**src/rtl/tmr_pkg.sv**
```systemverilog
// Shared definitions for the TMR fault injector.
// Holds the replica index constants, the controller state encoding and the
// default data/counter widths used by the interface and the modules.
package tmr_pkg;

  localparam int DEF_WIDTH = 8;
  localparam int DEF_CNT_W = 16;

  localparam logic [1:0] REP_0    = 2'd0;
  localparam logic [1:0] REP_1    = 2'd1;
  localparam logic [1:0] REP_2    = 2'd2;
  localparam logic [1:0] REP_NONE = 2'd3;

  typedef enum logic [1:0] {
    IDLE   = 2'd0,
    DELAY  = 2'd1,
    INJECT = 2'd2
  } state_t;

endpackage

```
**src/rtl/tmr_fault_injector_if.sv**
```systemverilog
// Injection command channel of the TMR fault injector.
// master: drives cmd_valid, cmd_rep, cmd_mask, cmd_delay, cmd_dur, abort;
//         receives cmd_ready.
// slave : the injector side (mirror of master).
interface tmr_fault_injector_if
  import tmr_pkg::*;
#(
  parameter int WIDTH = DEF_WIDTH,
  parameter int CNT_W = DEF_CNT_W
);
  logic             cmd_valid;
  logic             cmd_ready;
  logic [1:0]       cmd_rep;
  logic [WIDTH-1:0] cmd_mask;
  logic [CNT_W-1:0] cmd_delay;
  logic [CNT_W-1:0] cmd_dur;
  logic             abort;

  modport master (
    output cmd_valid, cmd_rep, cmd_mask, cmd_delay, cmd_dur, abort,
    input  cmd_ready
  );

  modport slave (
    input  cmd_valid, cmd_rep, cmd_mask, cmd_delay, cmd_dur, abort,
    output cmd_ready
  );
endinterface

```
**src/rtl/tmr_inject_timer.sv**
```systemverilog
// Loadable down-counter shared by the DELAY and INJECT phases.
// Ports: clk, rst (sync, active high), load/load_val (load has priority),
//        dec (decrement, holds at zero), zero/one (count == 0 / count == 1).
module tmr_inject_timer
  import tmr_pkg::*;
#(
  parameter int CNT_W = DEF_CNT_W
) (
  input  logic             clk,
  input  logic             rst,
  input  logic             load,
  input  logic [CNT_W-1:0] load_val,
  input  logic             dec,
  output logic             zero,
  output logic             one
);
  logic [CNT_W-1:0] cnt_reg;

  always_ff @(posedge clk) begin
    if (rst) begin
      cnt_reg <= '0;
    end else if (load) begin
      cnt_reg <= load_val;
    end else if (dec && cnt_reg != '0) begin
      cnt_reg <= cnt_reg - 1'b1;
    end
  end

  assign zero = (cnt_reg == '0);
  assign one  = (cnt_reg == {{(CNT_W-1){1'b0}}, 1'b1});
endmodule

```
**src/rtl/tmr_fault_injector.sv**
```systemverilog
// Drives three registered replicas of a clean data word and corrupts one
// selected replica with an XOR mask for a timed window (delay, then duration).
// Ports: clk, rst (sync, active high), din (clean word), cmd (command channel,
//        slave side), rep0..rep2 (replicas), busy (not idle), inj_active
//        (a replica output is corrupted), done (timed injection expired),
//        inj_count (saturating count of corrupted output cycles).
module tmr_fault_injector
  import tmr_pkg::*;
#(
  parameter int WIDTH = DEF_WIDTH,
  parameter int CNT_W = DEF_CNT_W
) (
  input  logic                 clk,
  input  logic                 rst,
  input  logic [WIDTH-1:0]     din,
  tmr_fault_injector_if.slave  cmd,
  output logic [WIDTH-1:0]     rep0,
  output logic [WIDTH-1:0]     rep1,
  output logic [WIDTH-1:0]     rep2,
  output logic                 busy,
  output logic                 inj_active,
  output logic                 done,
  output logic [CNT_W-1:0]     inj_count
);
  state_t                 state_reg, state_next;
  logic [1:0]             rep_sel_reg;
  logic [WIDTH-1:0]       mask_reg;
  logic [CNT_W-1:0]       dur_reg;
  logic [2:0][WIDTH-1:0]  rep_reg;
  logic [2:0][WIDTH-1:0]  rep_next;
  logic                   inj_active_reg, inj_active_next;
  logic                   done_reg, done_next;
  logic [CNT_W-1:0]       inj_count_reg;

  logic                   accept;
  logic                   tmr_load, tmr_dec, tmr_zero, tmr_one;
  logic [CNT_W-1:0]       tmr_load_val;

  assign cmd.cmd_ready = (state_reg == IDLE) && !rst && !cmd.abort;
  assign accept        = cmd.cmd_valid && cmd.cmd_ready;

  tmr_inject_timer #(.CNT_W(CNT_W)) u_timer (
    .clk      (clk),
    .rst      (rst),
    .load     (tmr_load),
    .load_val (tmr_load_val),
    .dec      (tmr_dec),
    .zero     (tmr_zero),
    .one      (tmr_one)
  );

  always_comb begin
    state_next   = state_reg;
    tmr_load     = 1'b0;
    tmr_load_val = '0;
    tmr_dec      = 1'b0;
    done_next    = 1'b0;
    case (state_reg)
      IDLE: begin
        if (accept) begin
          state_next   = DELAY;
          tmr_load     = 1'b1;
          tmr_load_val = cmd.cmd_delay;
        end
      end
      DELAY: begin
        if (tmr_zero) begin
          state_next   = INJECT;
          tmr_load     = 1'b1;
          tmr_load_val = dur_reg;
        end else begin
          tmr_dec = 1'b1;
        end
      end
      INJECT: begin
        // A zero duration means a permanent injection that only abort ends.
        if (dur_reg != '0) begin
          if (tmr_one) begin
            state_next = IDLE;
            done_next  = 1'b1;
          end else begin
            tmr_dec = 1'b1;
          end
        end
      end
      default: state_next = IDLE;
    endcase
    // Abort beats both a same-cycle expiry and a same-cycle command.
    if (cmd.abort) begin
      state_next = IDLE;
      done_next  = 1'b0;
      tmr_load   = 1'b0;
      tmr_dec    = 1'b0;
    end
  end

  // Only the replica matching the latched selector sees the mask, so at most
  // one replica differs from the clean word at any time.
  genvar gi;
  generate
    for (gi = 0; gi < 3; gi++) begin : g_rep
      assign rep_next[gi] = din ^ (((state_reg == INJECT) && (rep_sel_reg == 2'(gi)))
                                   ? mask_reg : '0);
    end
  endgenerate

  assign inj_active_next = (state_reg == INJECT) && (rep_sel_reg != REP_NONE) &&
                           (mask_reg != '0);

  always_ff @(posedge clk) begin
    if (rst) begin
      state_reg      <= IDLE;
      rep_sel_reg    <= REP_0;
      mask_reg       <= '0;
      dur_reg        <= '0;
      rep_reg        <= '0;
      inj_active_reg <= 1'b0;
      done_reg       <= 1'b0;
      inj_count_reg  <= '0;
    end else begin
      state_reg      <= state_next;
      rep_reg        <= rep_next;
      inj_active_reg <= inj_active_next;
      done_reg       <= done_next;
      if (accept) begin
        rep_sel_reg <= cmd.cmd_rep;
        mask_reg    <= cmd.cmd_mask;
        dur_reg     <= cmd.cmd_dur;
      end
      if (inj_active_next && inj_count_reg != '1) begin
        inj_count_reg <= inj_count_reg + 1'b1;
      end
    end
  end

  assign rep0       = rep_reg[0];
  assign rep1       = rep_reg[1];
  assign rep2       = rep_reg[2];
  assign busy       = (state_reg != IDLE);
  assign inj_active = inj_active_reg;
  assign done       = done_reg;
  assign inj_count  = inj_count_reg;
endmodule

```
**src/flat_wrapper.sv**
```systemverilog
// flat-port wrapper written by rule: the top's interface ports become plain ports
module tmr_fault_injector_flat import tmr_pkg::*;
#(
  parameter int WIDTH = DEF_WIDTH,
  parameter int CNT_W = DEF_CNT_W
)
  (clk, rst, din, rep0, rep1, rep2, busy, inj_active, done, inj_count, cmd_cmd_valid, cmd_cmd_rep, cmd_cmd_mask, cmd_cmd_delay, cmd_cmd_dur, cmd_abort, cmd_cmd_ready);
  tmr_fault_injector_if #(.WIDTH(WIDTH), .CNT_W(CNT_W)) cmd_i ();
  input  logic clk;
  input  logic rst;
  input  logic [WIDTH-1:0] din;
  output logic [WIDTH-1:0] rep0;
  output logic [WIDTH-1:0] rep1;
  output logic [WIDTH-1:0] rep2;
  output logic busy;
  output logic inj_active;
  output logic done;
  output logic [CNT_W-1:0] inj_count;
  input wire logic [$bits(cmd_i.cmd_valid)-1:0] cmd_cmd_valid;
  input wire logic [$bits(cmd_i.cmd_rep)-1:0] cmd_cmd_rep;
  input wire logic [$bits(cmd_i.cmd_mask)-1:0] cmd_cmd_mask;
  input wire logic [$bits(cmd_i.cmd_delay)-1:0] cmd_cmd_delay;
  input wire logic [$bits(cmd_i.cmd_dur)-1:0] cmd_cmd_dur;
  input wire logic [$bits(cmd_i.abort)-1:0] cmd_abort;
  output wire logic [$bits(cmd_i.cmd_ready)-1:0] cmd_cmd_ready;
  assign cmd_i.cmd_valid = cmd_cmd_valid;
  assign cmd_i.cmd_rep = cmd_cmd_rep;
  assign cmd_i.cmd_mask = cmd_cmd_mask;
  assign cmd_i.cmd_delay = cmd_cmd_delay;
  assign cmd_i.cmd_dur = cmd_cmd_dur;
  assign cmd_i.abort = cmd_abort;
  assign cmd_cmd_ready = cmd_i.cmd_ready;
  tmr_fault_injector #(.WIDTH(WIDTH), .CNT_W(CNT_W)) u_core (.clk(clk), .rst(rst), .din(din), .cmd(cmd_i), .rep0(rep0), .rep1(rep1), .rep2(rep2), .busy(busy), .inj_active(inj_active), .done(done), .inj_count(inj_count));
endmodule
```
**config.mk**
```make
export PLATFORM = sky130hd
export DESIGN_NAME = tmr_fault_injector_flat
export DESIGN_NICKNAME = d
export VERILOG_FILES = /design/src/rtl/tmr_pkg.sv /design/src/rtl/tmr_fault_injector_if.sv /design/src/rtl/tmr_inject_timer.sv /design/src/rtl/tmr_fault_injector.sv /design/src/flat_wrapper.sv
export SDC_FILE = /design/constraint.sdc
export NUM_CORES = 1
export LEC_CHECK = 0
export CORE_MARGIN = 5
export CORE_UTILIZATION = 30
export CTS_CLUSTER_DIAMETER = 60
export DETAILED_ROUTE_END_ITERATION = 16
export DONT_BUFFER_PORTS = 1
export GPL_TIMING_DRIVEN = 1
export PLACE_DENSITY_LB_ADDON = 0.1
export SYNTH_ARGS = -nofsm -noshare
export SYNTH_HDL_FRONTEND = slang
export SYNTH_SLANG_ARGS = --single-unit
```
**constraint.sdc**
```tcl
create_clock -name clk -period 6.21 [get_ports clk]
set_input_delay 1.242 -clock clk [delete_from_list [all_inputs] [get_ports clk]]
set_output_delay 1.242 -clock clk [all_outputs]
set_load 0.01 [all_outputs]
```
==> Word level (Yosys, flattened, before mapping) <==
Cells that the tools add are included.
W data, S select, Z words.
{ "totals": {"regBits": 86, "latch_bits": 0, "ramBits": 0, "rom_bits": 0, "input_bits": 54, "output_inout_bits": 44, "wordCells": 75, "mem_count": 0} }
{ "classes": {"add_sub_neg": 2, "n_mul": 0, "div": 0, "n_lt_le_gt_ge": 0, "n_eq_ne": 11, "shifts": 0, "n_mux": 23, "bitwise_logic": 5, "reduce_logical": 23} }
{ "ops": {"columns": ["operator", "n"], "rows": [
  ["$mux W16", 4],
  ["$pmux W16 S2", 1],
  ["$reduce_bool A16 Y1", 2],
  ["$mux W8", 3],
  ["$xor A8 B8 Y8", 3],
  ["$add A16 B1 Y16 const B", 1],
  ["$eq A16 B1 Y1 const B", 1],
  ["$logic_not A16 Y1", 1],
  ["$ne A16 B16 Y1 const B", 1],
  ["$sub A16 B1 Y16 const B", 1],
  ["$logic_and A1 B1 Y1", 10],
  ["$mux W1", 8],
  ["$mux W2", 4],
  ["$ne A2 B1 Y1 const B", 4],
  ["$reduce_bool A8 Y1", 1],
  ["$pmux W2 S3", 1],
  ["$eq A2 B1 Y1 const B", 2],
  ["$eq A2 B2 Y1 const B", 2],
  ["$logic_not A2 Y1", 2],
  ["$pmux W1 S2", 2],
  ["$reduce_and A4 Y1", 1],
  ["$reduce_bool A2 Y1", 2],
  ["$reduce_or A4 Y1", 1],
  ["$logic_not A1 Y1", 2],
  ["3 further kinds", 4]
]} }

==> Logic depth before layout (Yosys ltp) <==
{ "depth": {"depth_word": 8, "mapped_depth": 9, "ltp_nobuf": 7} }

==> Modules after synthesis <==
Synthesis repeated with hierarchy kept, for this count alone.
{ "hier_totals": {"cells_unflattened": 514, "hier_area_um2": 4236.6} }
{ "by_module_without_submodules": {"columns": ["mod", "n_inst", "cells_per_inst", "area_each_um2", "seq_area_each_um2"], "rows": [
  ["tmr_fault_injector", 1, 379, 3165.5, 1401.3],
  ["tmr_inject_timer", 1, 135, 1071.0, 320.3]
]} }

==> Least setup slack after synthesis <==
Ideal clock, no wire load.
{ "synth_timing": {"path_kind": "input to output", "start": "input rst", "end": "output cmd_cmd_ready", "t_arrival_ps": 1730, "t_required_ps": 4968, "setup_slack_ps": 3238, "path_stages": 2, "path_buffers": 1, "cell_sequence": "clkbuf_1 -> nor3_1"} }
{ "synth_via": {"elab_chain_len": 3} }
{ "synth_lines": {"columns": ["element", "line", "source"], "rows": [
  ["start: declaration", "flat_wrapper.sv:10", "input logic rst;"],
  ["$logic_not A1 Y1", "tmr_fault_injector.sv:39", "assign cmd.cmd_ready = (state_reg == IDLE) && !rst && !cmd.abort;"],
  ["$logic_and A1 B1 Y1 (2 in a row)", "tmr_fault_injector.sv:39", null],
  ["end: declaration", "flat_wrapper.sv:25", "output wire logic [$bits(cmd_i.cmd_ready)-1:0] cmd_cmd_ready;"]
]} }
Every way passes these cells.

==> Worst setup path in the final report <==
{ "layout_timing": {"start": "register u_core.u_timer.cnt_reg[11]", "end": "register u_core.u_timer.cnt_reg[11]"} }
{ "layout_via": {"elab_chain_len": 7, "word_cells_on_any_way": 18, "cone_classes": "1 x add/sub; 1 x eq/ne; 12 x mux; 4 x reduce/logical"} }
{ "layout_lines": {"columns": ["element", "line", "source"], "rows": [
  ["start: declaration", "tmr_inject_timer.sv:17", "logic [CNT_W-1:0] cnt_reg;"],
  ["start signal: assignment", "tmr_inject_timer.sv:23", "cnt_reg <= load_val;"],
  ["start signal: assignment", "tmr_inject_timer.sv:25", "cnt_reg <= cnt_reg - 1'b1;"],
  ["$eq A16 B1 Y1", "tmr_inject_timer.sv:30", "assign one = (cnt_reg == {{(CNT_W-1){1'b0}}, 1'b1});"],
  ["$mux W1", "tmr_fault_injector.sv:78", "if (tmr_one) begin"],
  ["$mux W1", "tmr_fault_injector.sv:77", "if (dur_reg != '0) begin"],
  ["$pmux W1 S2", "tmr_fault_injector.sv:58", "case (state_reg)"],
  ["$mux W1", "tmr_fault_injector.sv:89", "if (cmd.abort) begin"],
  ["$logic_and A1 B1 Y1", "tmr_inject_timer.sv:24", "end else if (dec && cnt_reg != '0) begin"],
  ["$reduce_bool A2 Y1 (no line)", null, null]
]} }
Parallel ways exist; a longest one is shown, timed or not. The select of a mux whose other input is x is not followed.
A chain may end at the register's enable or synchronous reset.

==> results.sh <==
export IMPL_status="complete, no violations"
export IMPL_finClkSkew_ps=6.67
export IMPL_io_buffer_count=0
export IMPL_setup_ws_ps=3150
export IMPL_cts_root_buf="clkbuf_16"
export IMPL_power_density_mw_per_mm2=278
export IMPL_dp_cells=628
export IMPL_crit_fanout=30
export IMPL_syn_area_mm2=0.00403
export IMPL_first_pass_iters=4
export IMPL_path_clk_slew_ps=60
export IMPL_postCtsHoldBufs=0
export IMPL_rows=42
export IMPL_ff2ff_path_depth=5
export IMPL_grt_setup_unrepaired="no"
export IMPL_drt_iter0_drc=220
export IMPL_cts_tree="yes"
export IMPL_synthCells=474
export IMPL_ys_seq_area_frac=0.427
export IMPL_worst_slew_pin_slew_ps=1260
export IMPL_path_buf_inv=0
export IMPL_ios=98
export IMPL_core_area_mm2=0.0132
export IMPL_finalCritPeriodShare=0.492
export IMPL_max_clock_path_buffers=2
export IMPL_critPathKind="flop to flop"
export IMPL_hold_viol_final=0
export IMPL_final_min_clock_period_ps=3060
export IMPL_cts_setup_buffers=0
export IMPL_crit_required_ps=6470
export IMPL_slew_headroom=0.158
export IMPL_post_route_util=0.339
export IMPL_design_area_mm2=0.00448
export IMPL_antenna_found_initial=0
export IMPL_num_antenna_cells=0
export IMPL_die_w_um=126
export IMPL_setup_viol=0
export IMPL_min_from="u_core.dur_reg[0]$_SDFFE_PP0N_"
export IMPL_drc=0
export IMPL_grt_pass1_wl_mm=18.1
export IMPL_wl_per_cell_um=17.6
export IMPL_r2r_slack_ps=3150
export IMPL_critPathCaptureType="flop"
export IMPL_grt_overflow_total=0
export IMPL_hold_class="flop to flop"
export IMPL_cp_cell_sequence="nor4_1, nand4_1, o221ai_2, o21ai_0, a311oi_1"
export IMPL_critPathLaunchType="flop"
export IMPL_worstHoldEndpoint="u_core.dur_reg[0]$_SDFFE_PP0N_"
export IMPL_synth_area_per_cell_um2=8.50
export IMPL_setup_tns_ps=0
export IMPL_p_leak_nw=1.48
export IMPL_areaGrowthSynthToFinish_pct=11.1
export IMPL_start_util=0.305
export IMPL_synth_cell_types=53
export IMPL_insertion_delay_ps=350
export IMPL_r2r_end="u_core.u_timer.cnt_reg[11]$_SDFFE_PP0P_"
export IMPL_final_antenna_net_count=0
export IMPL_post_dp_cell_area_mm2=0.00417
export IMPL_fmax_ghz=0.327
export IMPL_grt_usage=0.144
export IMPL_layout_commonest_cell="nand2_1"
export IMPL_cts_made_buffers=9
export IMPL_fin_nets=526
export IMPL_crit_family="compound AO/OA/AOI/OAI gates"
export IMPL_final_cell_mix="90 x nand2_1, 86 x dfxtp_1, 45 x nor2_1"
export IMPL_layout_cells_non_filler=644
export IMPL_yosys_warnings=0
export IMPL_cts_resized_gates=0
export IMPL_h_tree_depth=3
export IMPL_layout_drive_gt1_share=0.0662
export IMPL_hold_depth=2
export IMPL_place_gp_congestion=0.808
export IMPL_drv_slew=0
export IMPL_dp_worst_setup_slack_ps=2830
export IMPL_wl_mm=11.3
export IMPL_maxCapViolCount=0
export IMPL_cp_slowest_cell="o221ai_2"
export IMPL_grt_pass1_vias=3196
export IMPL_hpwl_mm=8.13
export IMPL_synth_seq_cells=86
export IMPL_vdd_drop_max_mv=0.148
export IMPL_numClockSinks=86
export IMPL_syn_nets=537
export IMPL_die_area_mm2=0.0158
export IMPL_via_per_inst=5.20
export IMPL_r2r_start="u_core.u_timer.cnt_reg[11]$_SDFFE_PP0P_"
export IMPL_critPathMaxStageDelay_ps=1060
export IMPL_crit_arrival_ps=3320
export IMPL_via_count=3350
export IMPL_die_h_um=126
export IMPL_grt_max_degree=88
stage by stage:
stage / power [W] / hold WS [ps]
finish: 0.00124 / 473
floorplan: 0.000679 / 449
global route: 0.00131 / 493
CTS: 0.00126 / 471
detailed placement: 0.000698 / 461
global placement: 0.000697 / 462
layout make-up:
cell class | instances | area, um^2
inverters | 10 | 37.5
multi-input cells | 354 | 2170
fillers | 1378 | 8710
clock buffers | 10 | 239
well taps | 176 | 220
repair buffers | 2 | 15.0
flip-flops and latches | 86 | 1720
clock inverters | 6 | 68.8
power by group:
group	internal, W	total [W]	leakage [nW]	switching, W
clock network	0.000325	0.000557	0.149	0.000232
logic	0.0000364	0.0000934	0.628	0.0000570
registers	0.000571	0.000592	0.702	0.0000206
total	0.000933	0.00124	1.48	0.000309
tightest hold or removal path, delay by kind of cell (launching register included):
family,cells,cell delay [ps]
compound gates,1,50
flops,1,320
simple gates,1,60
logic make-up (layout without fill, tap and decap cells):
| family | after synthesis | in the layout | synth area share |
|---|---|---|---|
| fa+ha+maj | 9 | 9 | 0.0280 |
| flops | 86 | 86 | 0.427 |
| mux | 3 | 3 | 0.00776 |
| buf+inv | 34 | 28 | 0.0357 |
| xor+xnor | 40 | 40 | 0.0870 |
| compound gates | 90 | 90 | 0.157 |
| simple gates | 212 | 212 | 0.258 |
cells in the mapped netlist (all sizes together):
cell type  number  share of area
a211oi          2         0.0050
a21boi          1         0.0019
a21oi          32          0.040
a221oi         14          0.030
a22o            1         0.0022
a22oi           1         0.0019
a311oi         12          0.026
a31o            1         0.0022
a31oi           1         0.0016
a41oi           1         0.0022
and3            2         0.0031
and4            2         0.0043
buf             6         0.0096
clkbuf         18          0.017
dfxtp          86           0.43
ha              9          0.028
inv            10         0.0093
mux2            1         0.0028
mux2i           2         0.0050
nand2          90          0.084
nand2b          3         0.0047
nand3           7         0.0087
nand4           8          0.012
nor2           45          0.042
nor2b           1         0.0016
nor3            9          0.011
nor3b           3         0.0056
nor4           16          0.032
nor4b           3         0.0065
nor4bb          1         0.0025
o2111ai         1         0.0022
o21a            1         0.0019
o21ai           4         0.0050
o21bai          4         0.0075
o221ai          1         0.0022
o31ai          11          0.020
o32ai           1         0.0022
o41ai           1         0.0022
or2             5         0.0078
or3             3         0.0047
or4            14          0.027
xnor2          16          0.035
xor2           24          0.052
routing by layer:
metal	share of wire	GRT usage
met5	0	0
met3	0.092	0.0652
met4	0.019	0.0511
met2	0.44	0.218
met1	0.45	0.182
worst max path at each step:
stage / start / depth (start not counted) / to
global route: u_core.u_timer.cnt_reg[11]$_SDFFE_PP0P_ / 5 / u_core.u_timer.cnt_reg[11]$_SDFFE_PP0P_
global placement: rst / 6 / u_core.u_timer.cnt_reg[7]$_SDFFE_PP0P_
detailed placement: rst / 6 / u_core.u_timer.cnt_reg[4]$_SDFFE_PP0P_
CTS: rst / 6 / u_core.u_timer.cnt_reg[4]$_SDFFE_PP0P_
floorplan: rst / 2 / cmd_cmd_ready
finish: u_core.u_timer.cnt_reg[11]$_SDFFE_PP0P_ / 5 / u_core.u_timer.cnt_reg[11]$_SDFFE_PP0P_
Note: power is estimated with default switching activity, not from simulation.
